File: src/rtl/pipeline_stall_sequencer.sv
// ============================================================================
// Module   : pipeline_stall_sequencer
// Brief    : Hazard sequencer issuing hold/flush controls to pipeline regs
//            and the PC. Optional macro STALL_STATS_EN adds a saturating
//            stall-cycle counter on port Stall_Count.
// Revision : 1.0 - initial release
// ============================================================================
`default_nettype none

module pipeline_stall_sequencer #(
    parameter int MD_LATENCY = 4
) (
    input  logic        Clk,
    input  logic        Rst_n,
    input  logic        PCSrc,
    input  logic        LoadUse_Req,
    input  logic        MulDiv_Req,
    output logic [1:0]  IF_ID_Signal,
    output logic [1:0]  ID_EX_Signal,
    output logic [1:0]  EX_MEM_Signal,
    output logic        MEM_WB_Signal,
    output logic [1:0]  PC_Write,
    output logic        MulDiv_Busy,
`ifdef STALL_STATS_EN
    output logic [1:0]  Seq_State,
    output logic [15:0] Stall_Count
`else
    output logic [1:0]  Seq_State
`endif
);

    localparam int              c_CNT_W    = $clog2(MD_LATENCY);
    localparam logic [c_CNT_W-1:0] c_CNT_LOAD = c_CNT_W'(MD_LATENCY - 2);

    localparam logic [1:0] c_NORMAL = 2'd0;
    localparam logic [1:0] c_HOLD   = 2'd1;
    localparam logic [1:0] c_FLUSH  = 2'd2;

    typedef enum logic [1:0] {
        RUN        = 2'd0,
        MD_BUSY    = 2'd1,
        BR_PEND    = 2'd2,
        ST_ILLEGAL = 2'd3
    } state_t;

    state_t               r_state;
    state_t               w_state_next;
    logic [c_CNT_W-1:0]   r_md_count;
    logic                 r_br_pending;
    logic                 w_md_start;

    // A new mult/div only launches from RUN when no higher-priority hazard is present.
    assign w_md_start = (r_state == RUN) && !PCSrc && !LoadUse_Req && MulDiv_Req;

    always_ff @(posedge Clk or negedge Rst_n) begin
        if (!Rst_n) begin
            r_state      <= RUN;
            r_md_count   <= '0;
            r_br_pending <= 1'b0;
        end else begin
            r_state <= w_state_next;
            if (w_md_start) begin
                r_md_count <= c_CNT_LOAD;
            end else if (r_state == MD_BUSY && r_md_count != '0) begin
                r_md_count <= r_md_count - 1'b1;
            end
            if (r_state == MD_BUSY && PCSrc) begin
                r_br_pending <= 1'b1;
            end else if (r_state == BR_PEND) begin
                r_br_pending <= 1'b0;
            end
        end
    end

    always_comb begin
        w_state_next  = RUN;
        IF_ID_Signal  = c_NORMAL;
        ID_EX_Signal  = c_NORMAL;
        EX_MEM_Signal = c_NORMAL;
        PC_Write      = 2'd0;
        case (r_state)
            RUN: begin
                if (PCSrc) begin
                    IF_ID_Signal = c_FLUSH;
                    ID_EX_Signal = c_FLUSH;
                end else if (LoadUse_Req) begin
                    IF_ID_Signal = c_HOLD;
                    ID_EX_Signal = c_FLUSH;
                    PC_Write     = 2'd1;
                end else if (MulDiv_Req) begin
                    w_state_next = MD_BUSY;
                end
            end
            MD_BUSY: begin
                IF_ID_Signal  = c_HOLD;
                ID_EX_Signal  = c_HOLD;
                EX_MEM_Signal = c_FLUSH;
                PC_Write      = 2'd1;
                // A branch resolved on the final busy cycle still gets its flush.
                if (r_md_count != '0) begin
                    w_state_next = MD_BUSY;
                end else if (r_br_pending || PCSrc) begin
                    w_state_next = BR_PEND;
                end
            end
            BR_PEND: begin
                IF_ID_Signal = c_FLUSH;
                ID_EX_Signal = c_FLUSH;
            end
            default: begin
                w_state_next = RUN;
            end
        endcase
    end

    assign MEM_WB_Signal = 1'b0;
    assign MulDiv_Busy   = (r_state == MD_BUSY);
    assign Seq_State     = r_state;

`ifdef STALL_STATS_EN
    always_ff @(posedge Clk or negedge Rst_n) begin
        if (!Rst_n) begin
            Stall_Count <= 16'd0;
        end else if (PC_Write[0] && Stall_Count != 16'hFFFF) begin
            Stall_Count <= Stall_Count + 16'd1;
        end
    end
`endif

endmodule

`default_nettype wire

File: config.mk
export PLATFORM = sky130hd
export DESIGN_NAME = pipeline_stall_sequencer
export DESIGN_NICKNAME = d
export VERILOG_FILES = /design/src/rtl/pipeline_stall_sequencer.sv
export SDC_FILE = /design/constraint.sdc
export NUM_CORES = 1
export LEC_CHECK = 0
export CAP_MARGIN = 20
export CELL_PAD_IN_SITES_DETAIL_PLACEMENT = 0
export CELL_PAD_IN_SITES_GLOBAL_PLACEMENT = 1
export CORE_AREA = 4 4 41 43
export DETAILED_ROUTE_END_ITERATION = 10
export DIE_AREA = 0 0 45 47
export GPL_ROUTABILITY_DRIVEN = 1
export GPL_TIMING_DRIVEN = 0
export PLACE_DENSITY = 0.71
export SLEW_MARGIN = 20
export SYNTH_ARGS = -nofsm -noshare
export SYNTH_HDL_FRONTEND = slang
export SYNTH_SLANG_ARGS = --single-unit
export TNS_END_PERCENT = 1
File: constraint.sdc
create_clock -name Clk -period 4.2 [get_ports Clk]
set_input_delay 0.84 -clock Clk [delete_from_list [all_inputs] [get_ports Clk]]
set_output_delay 0.84 -clock Clk [all_outputs]
set_load 0.05 [all_outputs]
==> flow_metrics.tcl <==
set metrics [dict create \
    status "complete, no violations" \
    clock_skew_ps 0.0801 \
    cts_made_buffers 3 \
    ctsResizeCount 0 \
    cts_tree "built" \
    wl_per_cell_um 8.63 \
    max_stage_delay_ps 800 \
    r2r_setup_slack_ps 2810 \
    post-place-ws_ps 988 \
    rr_startpoint "r_md_count[0]$_DFFE_PN0P_" \
    io_pins 17 \
    synth_top_area_share_pct 42.0 \
    grtUsageTotal_pct 6.52 \
    path_cells "clkdlybuf4s50_1 > nor3_1 > nor2_1 > clkdlybuf4s50_1" \
    drt_pass1_iterations 4 \
    netlist_instances 34 \
    n_antenna_cell 0 \
    setup_ws_ps 985 \
    ys_seq_area_share_pct 42.0 \
    ctsHoldBuffers 0 \
    hold_viol_final 0 \
    period_needed_ps 3210 \
    overflow 0 \
    num_rows 13 \
    maxSlewViolCount 0 \
    ant_nets 0 \
    drive_above_1_share_pct 17.0 \
    grt_pass1_vias 246 \
    grt_pass1_wl_um 966 \
    grt_antenna_before_repair 0 \
    cp_num_buf_inv 2 \
    ys_seq_elements 5 \
    crit_family "buffers and inverters" \
    clk_latency_ps 230 \
    crit_type "in -> out" \
    synth_cell_types 17 \
    rr_worst_depth 5 \
    start_kind "primary input" \
    area_growth_syn_to_layout_pct 61.3 \
    hpwl_um 482 \
    die_width_um 45 \
    yosysTopAreaCell "dfrtp_1" \
    timing.setup.tns_ps 0 \
    design.die.area_um2 2120 \
    cp-end-kind "output port" \
    drv_cap 0 \
    cts_max_level 1 \
    yosys_warnings 0 \
    rr_endpoint "r_md_count[0]$_DFFE_PN0P_" \
    avgSynthCellArea_um2 8.76 \
    numClockSinks 5 \
    setup_violations 0 \
    grt_max_degree 10 \
    worstPathArrival_ps 2370 \
    final_common_cell "clkdlybuf4s50_1" \
    critPathCapture "ID_EX_Signal[1]" \
    postCtsSetupBuffers 0 \
    period_share_pct 76.5 \
    path_common_cell "clkdlybuf4s50_1" \
    io_buffers 13 \
    drtIter0Drc 7 \
    cts_root_buf "clkbuf_4" \
    fmax_mhz 311 \
    vias 268 \
    crit_slowest_cell "clkdlybuf4s50_1" \
    grt_setup_unrepaired "no" \
    place_congestion 0.657 \
    required_ps 3360 \
    synth_area_um2 298 \
    crit_cells 4 \
    cp-startpoint "PCSrc" \
    path_clk_slew_ps 40 \
    clock_path_buffers 2 \
    core-area_um2 1300 \
    viasPerCell 3.94 \
    synth_area_leaders "dfrtp_1 42%, buf_4 13%, nor2_1 6.3%, ha_1 4.2%, inv_1 3.8%" \
    route.detailed.drc 0 \
    wirelength_um 587 \
    hold_class "reg -> reg" \
    nNetsFinal 60 \
    layout_common_cells "13 x clkdlybuf4s50_1, 5 x dfrtp_1, 5 x nor2_1, 5 x buf_4" \
    start_util_pct 22.9 \
    crit_path_max_fanout 5 \
    die_h_um 47 \
]
==> synthesized netlist by cell type, drive strengths merged <==
cell / number
nor3: 1
inv: 3
or3b: 1
buf: 5
a21oi: 2
nor2: 5
nor2b: 1
dfrtp: 5
o21ai: 1
and2: 1
conb: 1
o211ai: 1
ha: 1
o211a: 1
nand3b: 1
nand2: 3
xnor2: 1
==> per-stage QoR <==
| stage | area, um^2 | hold WS [ps] | util [%] | std cells |
|---|---|---|---|---|
| after floorplan | 305 | 476 | - | 36 |
| after global placement | 454 | 492 | 34.9 | 64 |
| after detailed placement | 454 | 510 | 34.9 | 64 |
| after CTS | 480 | 522 | 36.9 | 68 |
| after global routing | 480 | 571 | 36.9 | 68 |
| final | 480 | 524 | 36.9 | 68 |
==> state kept, by name (all words and copies together), names as in the netlist <==
name / count
Seq_State: 2
r_md_count: 2
r_br_pending: 1
==> layer usage <==
metal	global-route usage [%]	vias to the layer above	share of wire, %	routed length (um)
li1	-	139	-	-
met3	2.30	0	18	106
met5	0	-	0	0
met1	8.12	113	46	271
met4	7.02	0	0	0
met2	8.19	16	36	209
==> worst min-delay path by stage <==
stage / from / to / depth (start not counted)
global route: r_md_count[1]$_DFFE_PN0P_ / r_md_count[1]$_DFFE_PN0P_ / 2
detailed placement: r_md_count[1]$_DFFE_PN0P_ / r_md_count[1]$_DFFE_PN0P_ / 2
CTS: r_md_count[1]$_DFFE_PN0P_ / r_md_count[1]$_DFFE_PN0P_ / 2
floorplan: r_md_count[1]$_DFFE_PN0P_ / r_md_count[1]$_DFFE_PN0P_ / 2
finish: r_md_count[1]$_DFFE_PN0P_ / r_md_count[1]$_DFFE_PN0P_ / 2
global placement: r_md_count[1]$_DFFE_PN0P_ / r_md_count[1]$_DFFE_PN0P_ / 2
==> worst min-delay path: stages (launching register included) <==
cell and delay, ps:
dfrtp_1 340, nand2_1 50, o211ai_1 90
==> cells by family after synthesis <==
kind of cell,share of synthesized area (%)
other,1.26
buffers and inverters,16.4
adder cells (fa/ha/maj),4.20
AND/OR/NAND/NOR,22.3
XOR/XNOR,2.94
flip-flops,42.0
AO/OA/AOI/OAI,10.9
==> layout make-up <==
| type | count | area, um^2 |
|---|---|---|
| Buffer | 5 | 37.5 |
| Clock buffer | 4 | 26.3 |
| Timing Repair Buffer | 13 | 130 |
| Sequential cell | 5 | 125 |
| Tap cell | 15 | 18.8 |
| Multi-Input combinational cell | 23 | 131 |
| Fill cell | 137 | 821 |
| Inverter | 3 | 11.3 |
Power is left out: the tool's default activity adds up to more than one toggle a clock period on the data nets, which glitch-free logic cannot reach.
